$ cat config.mk
export PLATFORM = sky130hd
export DESIGN_NAME = block_transfer_sequencer
export DESIGN_NICKNAME = d
export VERILOG_FILES = /design/src/rtl/block_transfer_sequencer_pkg.sv /design/src/rtl/block_transfer_sequencer_lowest_set_bit_encoder.sv /design/src/rtl/block_transfer_sequencer.sv
export SDC_FILE = /design/constraint.sdc
export NUM_CORES = 1
export LEC_CHECK = 0
export CAP_MARGIN = 20
export CORE_ASPECT_RATIO = 0.75
export CORE_MARGIN = 2
export CORE_UTILIZATION = 40
export DETAILED_ROUTE_END_ITERATION = 16
export PLACE_DENSITY_LB_ADDON = 0.15
export SYNTH_ARGS = -nofsm -noshare
export SYNTH_HDL_FRONTEND = slang
export SYNTH_HIERARCHICAL = 1
export SYNTH_SLANG_ARGS = --single-unit
$ cat constraint.sdc
create_clock -name clk -period 18.3 [get_ports clk]
set_input_delay 4.575 -clock clk [delete_from_list [all_inputs] [get_ports clk]]
set_output_delay 4.575 -clock clk [all_outputs]
set_load 0.005 [all_outputs]
$ cat src/rtl/block_transfer_sequencer_pkg.sv
// Shared constants, state encoding and helpers for the block transfer sequencer.
package block_transfer_sequencer_pkg;

  localparam int unsigned NumRegs   = 15;
  localparam int unsigned RegAddrW  = 4;
  localparam int unsigned WordBytes = 4;

  typedef enum logic [1:0] {
    StIdle,
    StAccess,
    StDone
  } state_e;

  function automatic logic [RegAddrW-1:0] popcount(input logic [NumRegs-1:0] mask);
    logic [RegAddrW-1:0] cnt;
    cnt = '0;
    for (int i = 0; i < NumRegs; i++) begin
      cnt = cnt + RegAddrW'(mask[i]);
    end
    return cnt;
  endfunction

endpackage

$ cat src/rtl/block_transfer_sequencer_lowest_set_bit_encoder.sv
// Combinational priority encoder: index of the lowest set bit of a register mask.
module lowest_set_bit_encoder
  import block_transfer_sequencer_pkg::*;
(
  input  logic [NumRegs-1:0]  i_mask,
  output logic [RegAddrW-1:0] o_idx,
  output logic                o_zero
);

  // Scan downwards so the lowest set bit is the last assignment to win.
  always_comb begin
    o_idx = '0;
    for (int i = NumRegs - 1; i >= 0; i--) begin
      if (i_mask[i]) o_idx = RegAddrW'(i);
    end
  end

  assign o_zero = (i_mask == '0);

endmodule

$ cat src/rtl/block_transfer_sequencer.sv
// Load/store-multiple sequencer: walks a register list in ascending order, one access per register.
module block_transfer_sequencer
  import block_transfer_sequencer_pkg::*;
#(
  parameter int unsigned WordLen = 32
) (
  input  logic                clk,
  input  logic                rst,
  input  logic                start,
  input  logic                isLoad,
  input  logic [NumRegs-1:0]  regList,
  input  logic [WordLen-1:0]  baseAddr,
  output logic                busy,
  output logic                done,
  output logic [RegAddrW-1:0] rfReadAddr,
  input  logic [WordLen-1:0]  rfReadData,
  output logic [RegAddrW-1:0] rfWriteAddr,
  output logic [WordLen-1:0]  rfWriteData,
  output logic                rfWriteEn,
  output logic [WordLen-1:0]  memAddr,
  output logic [WordLen-1:0]  memWriteData,
  output logic                memReadEn,
  output logic                memWriteEn,
  input  logic [WordLen-1:0]  memReadData,
  input  logic                memReady,
  output logic [WordLen-1:0]  wbAddr
);

  state_e               r_state;
  logic [NumRegs-1:0]   r_mask;
  logic [WordLen-1:0]   r_cur_addr;
  logic                 r_load;
  logic [WordLen-1:0]   r_wb_addr;
  logic                 r_rf_we;
  logic [RegAddrW-1:0]  r_rf_waddr;
  logic [WordLen-1:0]   r_rf_wdata;

  logic [RegAddrW-1:0]  w_idx;
  logic                 w_zero;
  logic                 w_access;
  logic [NumRegs-1:0]   w_mask_next;

  lowest_set_bit_encoder u_lsb (
    .i_mask (r_mask),
    .o_idx  (w_idx),
    .o_zero (w_zero)
  );

  assign w_access    = (r_state == StAccess) && !w_zero;
  assign w_mask_next = r_mask & ~(NumRegs'(1) << w_idx);

  always_ff @(posedge clk) begin
    if (rst) begin
      r_state    <= StIdle;
      r_mask     <= '0;
      r_cur_addr <= '0;
      r_load     <= 1'b0;
      r_wb_addr  <= '0;
      r_rf_we    <= 1'b0;
      r_rf_waddr <= '0;
      r_rf_wdata <= '0;
    end else begin
      r_rf_we <= 1'b0;
      unique case (r_state)
        StIdle: begin
          if (start) begin
            r_mask     <= regList;
            r_cur_addr <= baseAddr;
            r_load     <= isLoad;
            r_wb_addr  <= baseAddr + (WordLen'(popcount(regList)) * WordLen'(WordBytes));
            r_state    <= (regList == '0) ? StDone : StAccess;
          end
        end
        StAccess: begin
          if (memReady) begin
            r_mask     <= w_mask_next;
            r_cur_addr <= r_cur_addr + WordLen'(WordBytes);
            // Load data lands in the register file during the following cycle.
            if (r_load) begin
              r_rf_we    <= 1'b1;
              r_rf_waddr <= w_idx;
              r_rf_wdata <= memReadData;
            end
            if (w_mask_next == '0) r_state <= StDone;
          end
        end
        StDone:  r_state <= StIdle;
        default: r_state <= StIdle;
      endcase
    end
  end

  assign busy         = (r_state == StAccess);
  assign done         = (r_state == StDone);
  assign memReadEn    = w_access && r_load;
  assign memWriteEn   = w_access && !r_load;
  assign memAddr      = w_access ? r_cur_addr : '0;
  assign rfReadAddr   = w_access ? w_idx : '0;
  assign memWriteData = w_access ? rfReadData : '0;
  assign rfWriteEn    = r_rf_we;
  assign rfWriteAddr  = r_rf_waddr;
  assign rfWriteData  = r_rf_wdata;
  assign wbAddr       = r_wb_addr;

endmodule

* Word level (Yosys, flattened, before mapping) *
Cells that the tools add are included.

cells by class
  reduce and logical (&&, ||, !) cells = 15
  add/sub/neg operators = 16
  mux-type cells = 30
  eq/ne operators = 5
  shifts and indexed selects = 1
  bitwise gates (word level) = 4

operators with widths
  cell                                                                 number
  32-bit 2-to-1 mux                                                    4
  4-bit 2-to-1 mux                                                     16
  32-bit one-hot mux with 2 select lines                               1
  15-bit zero test                                                     3
  4-bit by 1-bit adder with 4-bit output                               11
  32-bit by 3-bit adder with 32-bit output (second input constant)     1
  32-bit by 6-bit adder with 32-bit output                             1
  15-bit 2-to-1 mux                                                    2
  15-bit one-hot mux with 2 select lines                               1
  15-bit bitwise AND                                                   1
  15-bit inverter                                                      1
  1-bit by 4-bit << shifter with 15-bit output (first input constant)  1
  3-bit AND reduction                                                  3
  2-bit 2-to-1 mux                                                     4
  3-bit by 1-bit adder with 4-bit output                               1
  2-bit by 1-bit != test with 1-bit output (second input constant)     2
  2-bit one-hot mux with 2 select lines                                1
  2-bit by 1-bit adder with 3-bit output                               1
  1-bit logical AND                                                    3
  3-bit OR reduction                                                   1
  1-bit by 1-bit adder with 2-bit output                               1
  2-bit by 1-bit == test with 1-bit output (second input constant)     1
  2-bit == test (second input constant)                                1
  1-bit zero test                                                      2
  6 further kinds                                                      7

storage, ports and cells
  register bits after elaboration = 119
  word-level logic and storage cells = 79
  input port bits = 116
  output and inout bits = 141

* Logic depth before layout (Yosys ltp) *
Gate-level depths: netlist (run 1).

  depth in word-level cells = 22
  depth in mapped cells = 19
  depth with buffers taken out = 18

* Modules after synthesis *
The synthesis (run 1) kept the hierarchy.

modules (own cells, without submodules)
  module                    area an instance (um^2)  sequential area each (um^2)  cells each  instances
  block_transfer_sequencer  6772.7                   2382.3                       890         1
  lowest_set_bit_encoder    157.7                    0.0                          29          1

* Worst setup path after synthesis (run 1) *
No wires, ideal clock.

  path type = input to output
  start = in rfReadData[0]
  end = out memWriteData[0]
  required time = 13.725 ns
  path buffers = 0
  path slack = 9.025 ns
  stages = 1
  data arrival time = 4.700 ns
  cells stage by stage = and2_1

on the way
  longest elaborated chain between the ends = 1

RTL lines
  what               RTL line                        source
  start, declared    block_transfer_sequencer.sv:16  input logic [WordLen-1:0] rfReadData,
  32-bit 2-to-1 mux  block_transfer_sequencer.sv:99  assign memWriteData = w_access ? rfReadData : '0;
  end, declared      block_transfer_sequencer.sv:21  output logic [WordLen-1:0] memWriteData,

No other way between the ends.

* Worst setup path after layout (run 1) *
  start = in rfReadData[13]
  end = out memWriteData[13]

Same word-level chain as after synthesis.

==> results of run 1 <==
-- per-layer routing --
metal,share of wire [%],routed length (um),global-route usage [%]
met3,7.2,1690,6.26
met1,46,10900,34.9
met2,45,10500,38.3
met4,1.7,391,6.82
met5,0,0,0
-- placed cells by master, fill, tap and decap left out, drive strengths merged, types with 16 or more instances in the layout --
cell	netlist	routed
nor4	17	17
o21ai	33	33
clkdlybuf4s50	0	255
dfxtp	119	119
inv	27	32
nand2	144	144
a211oi	32	32
nand3	23	23
a21oi	97	97
xnor2	16	16
and2	71	71
clkbuf	50	17
nor3	18	18
nand4	16	16
nor2	74	74
-- cell type report --
type	instances	area, sq um
Clock buffer	17	425
Clock inverter	15	193
Fill cell	1545	6660
Inverter	27	101
Multi-Input combinational cell	709	4210
Sequential cell	119	2380
Tap cell	215	269
Timing Repair Buffer	266	2640
-- logic make-up (layout without fill, tap and decap cells) --
| group | Yosys count | in the layout |
|---|---|---|
| AND/OR/NAND/NOR | 425 | 425 |
| adder cells (fa/ha/maj) | 19 | 19 |
| AO/OA/AOI/OAI | 228 | 228 |
| multiplexers | 10 | 10 |
| XOR/XNOR | 27 | 27 |
| buffers and inverters | 91 | 325 |
| flip-flops | 119 | 119 |
-- flip-flops by register name (all words and copies together) (netlist names) --
name / cells
r_mask: 15
r_state: 2
wbAddr: 32
r_cur_addr: 32
r_load: 1
rfWriteAddr: 4
rfWriteEn: 1
rfWriteData: 32
-- path summary, 6_finish.rpt --
check                                    start          endpoint  slack [ps]  cells past startpoint
worst max-delay path            rfReadData[13]  memWriteData[13]        8070                      3
worst min-delay path                 wbAddr[0]         wbAddr[0]         450                      2
worst max register to register       r_mask[8]        r_state[1]       14790                      8
worst min register to register       wbAddr[0]         wbAddr[0]         450                      2
-- power breakdown --
part | switching (mW) | leakage, nW | internal, mW | total (mW)
sequential | 0.0269 | 0.975 | 0.288 | 0.315
combinational | 0.187 | 2.38 | 0.173 | 0.360
clock | 0.137 | 0.294 | 0.217 | 0.355
-- worst max-delay path, cell delays in order --
cell and delay, ps:
clkdlybuf4s50_1 440, and2_1 110, clkdlybuf4s50_1 530
==> out/results.tsv, run 1 <==
stage	metric	value	unit
synth	largest cells by area after synthesis	dfxtp_1 (34%), nand2_1 (7.8%), a21oi_1 (7.0%)	
synth	simple-gate portion of the synthesized area	30.7	%
synth	Yosys cell types	55	
floorplanning	Die ar.	18400	sq um
synth	sequential area share after synthesis	34.4	%
pwr	Peak VDD IR	0.0713	mV
global_routing	number of global-route vias before repair	6633	
sta	final critical-path required period	10230	ps
clock_network	clk slew on worst S/H paths	60	ps
floorplanning	initial core utilization	41.1	%
worst_hold_path	hold crit path type	reg -> reg	
synth	XOR/XNOR Fraction of Synth Area	3.41	%
placed_design	dpl cell area	9600	sq um
sta	worst clock skew	11.4	ps
synth	leading area contributor after synthesis	dfxtp_1	
route	post-DR wirelength/cell	17.2	um
sta	final worst path period share	55.9	%
route	DR iter-0 viols	602	
floorplanning	chip height	118	um
synth	most frequent cells after synthesis	nand2_1 (144), dfxtp_1 (119), a21oi_1 (97)	
clock_network	clock root cell	clkbuf_16	
synth	multiplexer area fraction after synthesis	1.44	%
synth	Yosys reg bits	119	
clock_network	Post-CTS Setup Bufs	0	
final_layout	end-of-flow core utilization	60.5	%
sta	Hold WS	452	ps
synth	warnings from Yosys	6	
global_routing	pin count of the biggest net entering global routing	84	
clock_network	Resized cells post-CTS	0	
synth	post-synthesis compound-gate area fraction	20.3	%
synth	Yosys top cell area share	34.4	%
run_status	status	complete, no violations	
pwr	Leak	3.65	nW
synth	Post-synth ARST share	0	%
sta	final setup margin	8070	ps
sta	Rel. slew slack	28.9	%
pwr	Tot Pwr	1.03	mW
sta	Hold Vio Cnt, Final	0	
synth	most frequent cell after synthesis	nand2_1	
pwr	power per cell area	101	nW/um^2
synth	Synth Flop Type	dfxtp_1	
global_routing	GR Overflow Total	0	
synth	Post-synth EDFFs	0	
final_layout	share of cells above drive strength 1	4.42	%
placed_design	routability cong.	0.859	
synth	Post-Syn Area	6930	sq um
final_layout	post-route cell area	10200	sq um
sta	Worst Tran Pin Value	1070	ps
global_routing	initial antenna violation count	0	
critical_path	crit path max fanout	1	
critical_path	critical path class	in -> out	
sta	Max Slew Vio Count	0	
clock_network	clk sink count	119	
placed_design	Post-DP HPWL	17000	um
floorplanning	row cnt	41	
clock_network	CTS H-tree lvls	4	
global_routing	gr usage total	25.0	%
placed_design	Cells after DPL	1336	
route	DRC	0	
floorplanning	# IOs	257	
final_layout	final net count	1275	
route	DRT antenna net count	0	
sta	final setup vio count	0	
route	vias post-DR	7528	
floorplanning	core area	16900	sq um
critical_path	Worst Path Required	13730	ps
clock_network	Skew-Pair Late Insertion Delay	430	ps
final_layout	Finished Layout Cells	1368	
synth	adder-cell share of the synthesized area	4.62	%
global_routing	first-pass GRT wire length	36600	um
critical_path	startpoint types	primary input	
placed_design	port bufs	256	
sta	fmax	0.0977	GHz
clock_network	CTS tree	done	
clock_network	number of CTS-inserted buffers	17	
clock_network	CTS Hold Bufs	0	
route	DRT Wirelength	23500	um
route	drt first pass iters	5	
flow_run	max cap viols	0	
sta	Setup TNS	0	ps
synth	largest family of logic cells by synthesized area	simple AND/OR/NAND/NOR gates	
synth	Post-Synthesis Cells	919	
synth	Syn Nets	1054	
route	vias per inst	5.50	
floorplanning	Die X	156	um
placed_design	DP Worst Slack	8050	ps
sta	RSZ-0062 raised after global routing	no	
critical_path	CP endpoint kind	output pin	
final_layout	diode count	0	
clock_network	CTS Buffer Depth	2	
critical_path	crit path DAT	5660	ps
final_layout	layout overhead on the synthesized area	47.4	%
synth	Avg Cell Area, Syn	7.54	sq um
(Power assumes the default switching activity.)
==> run 2: changes to the inputs <==
==> constraint.sdc (replaced) <==
create_clock -name clk -period 9 [get_ports clk]
set_input_delay 2.25 -clock clk [delete_from_list [all_inputs] [get_ports clk]]
set_output_delay 2.25 -clock clk [all_outputs]
set_load 0.005 [all_outputs]
==> out/results.tsv, run 2 (synthesized netlist as in run 1, its figures left out) <==
stage	metric	value	unit	change
route	DRT Wirelength	23700	um	was 23500 um
final_layout	post-route cell area	10200	sq um	about the same
pwr	Peak VDD IR	0.139	mV	was 0.0713 mV
placed_design	dpl cell area	9640	sq um	was 9600 sq um
global_routing	gr usage total	25.4	%	was 25.0%
critical_path	startpoint types	primary input		unchanged
global_routing	GR Overflow Total	0		unchanged
worst_hold_path	hold crit path type	reg -> reg		unchanged
global_routing	pin count of the biggest net entering global routing	72		was 84
global_routing	number of global-route vias before repair	6762		was 6633
floorplanning	core area	16900	sq um	unchanged
sta	final setup vio count	0		unchanged
final_layout	layout overhead on the synthesized area	47.2	%	was 47.4%
placed_design	Post-DP HPWL	17300	um	was 17000 um
floorplanning	Die ar.	18400	sq um	unchanged
route	vias per inst	5.49		was 5.50
critical_path	Worst Reg-to-Reg Cells	8		unchanged
clock_network	CTS Hold Bufs	0		unchanged
pwr	Leak	3.66	nW	was 3.65 nW
sta	final critical-path required period	7190	ps	
sta	worst clock skew	6.78	ps	was 11.4 ps
floorplanning	chip height	118	um	unchanged
critical_path	CP endpoint	wbAddr[28]		was memWriteData[13]
final_layout	share of cells above drive strength 1	4.33	%	was 4.42%
floorplanning	initial core utilization	41.1	%	unchanged
critical_path	crit path DAT	7510	ps	was 5660 ps
route	drt first pass iters	5		unchanged
route	vias post-DR	7521		was 7528
sta	Setup TNS	0	ps	unchanged
clock_network	CTS tree	done		unchanged
clock_network	number of CTS-inserted buffers	17		unchanged
clock_network	Post-CTS Setup Bufs	0		unchanged
route	DRC	0		unchanged
critical_path	setup slack, reg-to-reg	5530	ps	was 14790 ps
placed_design	Cells after DPL	1338		was 1336
sta	Worst Tran Pin Value	1070	ps	about the same
critical_path	Worst Path Required	9330	ps	was 13730 ps
clock_network	clk slew on worst S/H paths	50	ps	was 60 ps
critical_path	Crit Reg-Reg Endpoint	r_state[1]		unchanged
critical_path	CP Launch Point	regList[0]		was rfReadData[13]
critical_path	crit path max fanout	13		was 1
route	DR iter-0 viols	558		was 602
sta	RSZ-0062 raised after global routing	no		unchanged
sta	final worst path period share	79.9	%	
floorplanning	# IOs	257		unchanged
global_routing	initial antenna violation count	1		was 0
placed_design	port bufs	256		unchanged
final_layout	Finished Layout Cells	1369		was 1368
floorplanning	Die X	156	um	unchanged
clock_network	clock root cell	clkbuf_16		unchanged
sta	Rel. slew slack	28.7	%	was 28.9%
clock_network	Resized cells post-CTS	0		unchanged
clock_network	CTS H-tree lvls	4		unchanged
sta	Max Slew Vio Count	0		unchanged
final_layout	final net count	1278		was 1275
critical_path	CP endpoint kind	flop		was output pin
final_layout	commonest cells after routing, fill and taps aside	clkdlybuf4s50_1 (255), nand2_1 (144), dfxtp_1 (119), a21oi_1 (97), nor2_1 (72)		unchanged
clock_network	clk sink count	119		unchanged
clock_network	CTS Buffer Depth	2		unchanged
route	post-DR wirelength/cell	17.3	um	was 17.2 um
global_routing	first-pass GRT wire length	37100	um	was 36600 um
run_status	status	complete, no violations		unchanged
pwr	power per cell area	201	nW/um^2	was 101 nW/um^2
final_layout	diode count	0		unchanged
final_layout	commonest non-fill, non-tap cell in the layout	clkdlybuf4s50_1		unchanged
critical_path	critical path class	in -> reg		was in -> out
final_layout	end-of-flow core utilization	60.5	%	about the same
sta	Hold Vio Cnt, Final	0		unchanged
sta	fmax	0.139	GHz	
placed_design	routability cong.	0.887		was 0.859
flow_run	max cap viols	0		unchanged
floorplanning	row cnt	41		unchanged
critical_path	reg2reg start	r_mask[7]		was r_mask[8]
route	DRT antenna net count	0		unchanged
clock_network	Skew-Pair Late Insertion Delay	420	ps	was 430 ps
run 2: report_power, final:
part / switching, mW / internal [mW]
combinational: 0.388 / 0.360
clock: 0.245 / 0.417
sequential: 0.0558 / 0.586
run 2: cell type report:
type / instances / area, sq um
clock buffers: 21 / 460
clock inverters: 9 / 101
fillers: 1561 / 6670
inverters: 27 / 101
multi-input cells: 709 / 4210
flip-flops and latches: 119 / 2380
well taps: 215 / 269
repair buffers: 269 / 2680
run 2: worst min path at each step:
stage | cells after the start | end | from
floorplan | 2 | r_cur_addr[0] | r_cur_addr[0]
global placement | 2 | r_cur_addr[0] | r_cur_addr[0]
detailed placement | 2 | rfWriteData[4] | rfWriteData[4]
CTS | 2 | rfWriteData[4] | rfWriteData[4]
global route | 2 | rfWriteData[8] | rfWriteData[8]
finish | 2 | r_cur_addr[0] | r_cur_addr[0]
run 2: metrics by stage:
step	total power, mW	setup WS (ps)	hold slack, ps
finish	2.05	1810	451
floorplan	1.08	2160	432
CTS	2.06	1830	455
global placement	1.38	1450	439
global route	2.17	1570	466
detailed placement	1.39	1400	447
run 2: per-layer routing:
metal / global-route usage [%] / share of wire, % / vias up
met3: 5.85 / 6.5 / 29
met1: 35.6 / 47 / 3544
met2: 38.8 / 45 / 259
met4: 7.34 / 1.7 / 2
met5: 0 / 0.051 / -
li1: - / - / 3687
run 2: critical path, cell delays in order:
cell,delay (ps)
clkdlybuf4s50_1,470
inv_1,70
fa_1,530
inv_1,50
fa_1,470
fa_1,510
inv_1,50
fa_1,450
fa_1,420
fa_1,490
fa_1,450
nor2b_1,170
o31a_1,540
nand4_1,190
xor2_1,180
a211oi_1,220
==> run 3: changes to the inputs <==
==> constraint.sdc (replaced) <==
create_clock -name clk -period 6.9 [get_ports clk]
set_input_delay 1.725 -clock clk [delete_from_list [all_inputs] [get_ports clk]]
set_output_delay 1.725 -clock clk [all_outputs]
set_load 0.005 [all_outputs]
==> out/results.tsv, run 3 (synthesized netlist as in run 1, its figures left out) <==
stage	metric	value	unit	change
run_status	status	complete, no violations		unchanged
clock_network	CTS tree	done		unchanged
final_layout	Finished Layout Cells	1370		was 1369
sta	Rel. slew slack	27.9	%	was 28.7%
route	vias per inst	5.52		was 5.49
final_layout	final net count	1277		was 1278
floorplanning	initial core utilization	41.1	%	unchanged
clock_network	clk sink count	119		unchanged
pwr	Tot Pwr	2.71	mW	was 2.05 mW
clock_network	CTS Hold Bufs	0		unchanged
clock_network	Resized cells post-CTS	0		unchanged
clock_network	clk slew on worst S/H paths	60	ps	was 50 ps
route	DR iter-0 viols	601		was 558
route	vias post-DR	7558		was 7521
clock_network	Skew-Pair Late Insertion Delay	420	ps	about the same
placed_design	routability cong.	0.865		was 0.887
sta	final setup vio count	0		unchanged
final_layout	share of cells above drive strength 1	4.59	%	was 4.33%
route	drt first pass iters	5		unchanged
critical_path	Critical path buffers and inverters	5		was 4
floorplanning	Die X	156	um	unchanged
placed_design	Cells after DPL	1338		unchanged
floorplanning	# IOs	257		unchanged
critical_path	critical path class	in -> reg		unchanged
global_routing	GR Overflow Total	0		unchanged
final_layout	commonest non-fill, non-tap cell in the layout	clkdlybuf4s50_1		unchanged
final_layout	Fillers	1544		was 1561
final_layout	commonest cells after routing, fill and taps aside	clkdlybuf4s50_1 (255), nand2_1 (144), dfxtp_1 (119), a21oi_1 (97), nor2_1 (72)		unchanged
critical_path	CP endpoint kind	flop		unchanged
final_layout	end-of-flow core utilization	60.6	%	was 60.5%
sta	worst clock skew	16.9	ps	was 6.78 ps
sta	Hold WS	452	ps	was 451 ps
route	post-DR wirelength/cell	17.4	um	was 17.3 um
sta	Worst Tran Pin Value	1080	ps	was 1070 ps
route	DRT antenna net count	0		unchanged
floorplanning	row cnt	41		unchanged
sta	Hold Vio Cnt, Final	0		unchanged
sta	Max Slew Vio Count	0		unchanged
pwr	Peak VDD IR	0.157	mV	was 0.139 mV
placed_design	dpl cell area	9630	sq um	was 9640 sq um
sta	RSZ-0062 raised after global routing	no		unchanged
sta	final worst path period share	93.7	%	
global_routing	first-pass GRT wire length	37300	um	was 37100 um
route	DRC	0		unchanged
global_routing	gr usage total	25.4	%	about the same
critical_path	startpoint types	primary input		unchanged
clock_network	number of CTS-inserted buffers	17		unchanged
sta	fmax	0.155	GHz	
global_routing	number of global-route vias before repair	6819		was 6762
pwr	power per cell area	265	nW/um^2	was 201 nW/um^2
placed_design	DP Worst Slack	14.4	ps	was 1400 ps
worst_hold_path	hold crit path type	reg -> reg		unchanged
final_layout	layout overhead on the synthesized area	47.5	%	was 47.2%
global_routing	initial antenna violation count	0		was 1
critical_path	crit path max fanout	14		was 13
sta	final critical-path required period	6470	ps	
route	DRT Wirelength	23800	um	was 23700 um
floorplanning	core area	16900	sq um	unchanged
final_layout	post-route cell area	10200	sq um	about the same
placed_design	port bufs	256		unchanged
floorplanning	Die ar.	18400	sq um	unchanged
critical_path	slowest stage cell, crit path	fa_1		was o31a_1
pwr	Leak	3.65	nW	was 3.66 nW
flow_run	max cap viols	0		unchanged
global_routing	pin count of the biggest net entering global routing	70		was 72
critical_path	cell chain of the critical path	clkdlybuf4s50_1, inv_1, fa_1, inv_1, fa_1, fa_1, inv_1, fa_1, fa_1, fa_1, xnor2_1, ha_1, and3_1, a22oi_1, buf_4, nor4b_1, xnor2_1, a211oi_1		was clkdlybuf4s50_1, inv_1, fa_1, inv_1, fa_1, fa_1, inv_1, fa_1, fa_1, fa_1, fa_1, nor2b_1, o31a_1, nand4_1, xor2_1, a211oi_1
critical_path	Crit path largest cell delay	540	ps	about the same
clock_network	CTS H-tree lvls	4		unchanged
final_layout	diode count	0		unchanged
clock_network	CTS Buffer Depth	2		unchanged
floorplanning	chip height	118	um	unchanged
clock_network	clock root cell	clkbuf_16		unchanged
critical_path	CP most frequent cell	fa_1		unchanged
critical_path	Worst Path Required	7230	ps	was 9330 ps
clock_network	Post-CTS Setup Bufs	0		unchanged
final_layout	FF/Latch Area	2380	sq um	unchanged
critical_path	Top Family by Delay on Critical Path	adder cells		unchanged
final_layout	area of the multi-input gates	4210	sq um	unchanged
sta	Setup TNS	0	ps	unchanged
critical_path	crit path DAT	6800	ps	was 7510 ps
placed_design	Post-DP HPWL	17100	um	was 17300 um
sta	final setup margin	435	ps	was 1810 ps
## run 3: changes by cell type in the layout (fill, tap and decap cells not counted), sizes merged
cell,previous run,this run
clkbuf,21,17
inv,28,32
clkinvlp,1,4
buf,14,13
clkinv,5,4
## run 3: worst paths after layout
check                start             to  slack (ps)  cells after the start
max reg2reg      r_mask[8]     r_state[1]        3360                      8
min          r_cur_addr[0]  r_cur_addr[0]         450                      2
min reg2reg  r_cur_addr[0]  r_cur_addr[0]         450                      2
max             regList[0]     wbAddr[23]         430                     18
## run 3: final cells by class
class	instances	share of cell area, %
Multi-Input combinational cell	709	41.2
Clock inverter	15	1.66
Sequential cell	119	23.3
Inverter	27	0.991
Tap cell	215	2.63
Timing Repair Buffer	268	26.0
Clock buffer	17	4.16
## run 3: layer usage
metal  vias up  global-route usage (%)  share of wire (%)
met1      3530                    35.9                 47
li1       3694                       -                  -
met4         0                    7.11                1.1
met2       316                    38.8                 45
met5         -                       0                  0
met3        18                    5.96                7.0
## run 3: where the power goes
group / switching, mW / internal, mW
clock network: 0.355 / 0.540
registers: 0.0741 / 0.764
logic: 0.507 / 0.472
total: 0.936 / 1.78
## run 3: worst reg2reg max path, stage by stage, from the launching register on
cell,delay (ps)
dfxtp_1,370
nor4_1,470
nand2b_1,110
a21oi_1,860
nor2b_1,440
a31oi_1,190
nor4b_1,400
or4b_1,480
a21oi_1,150
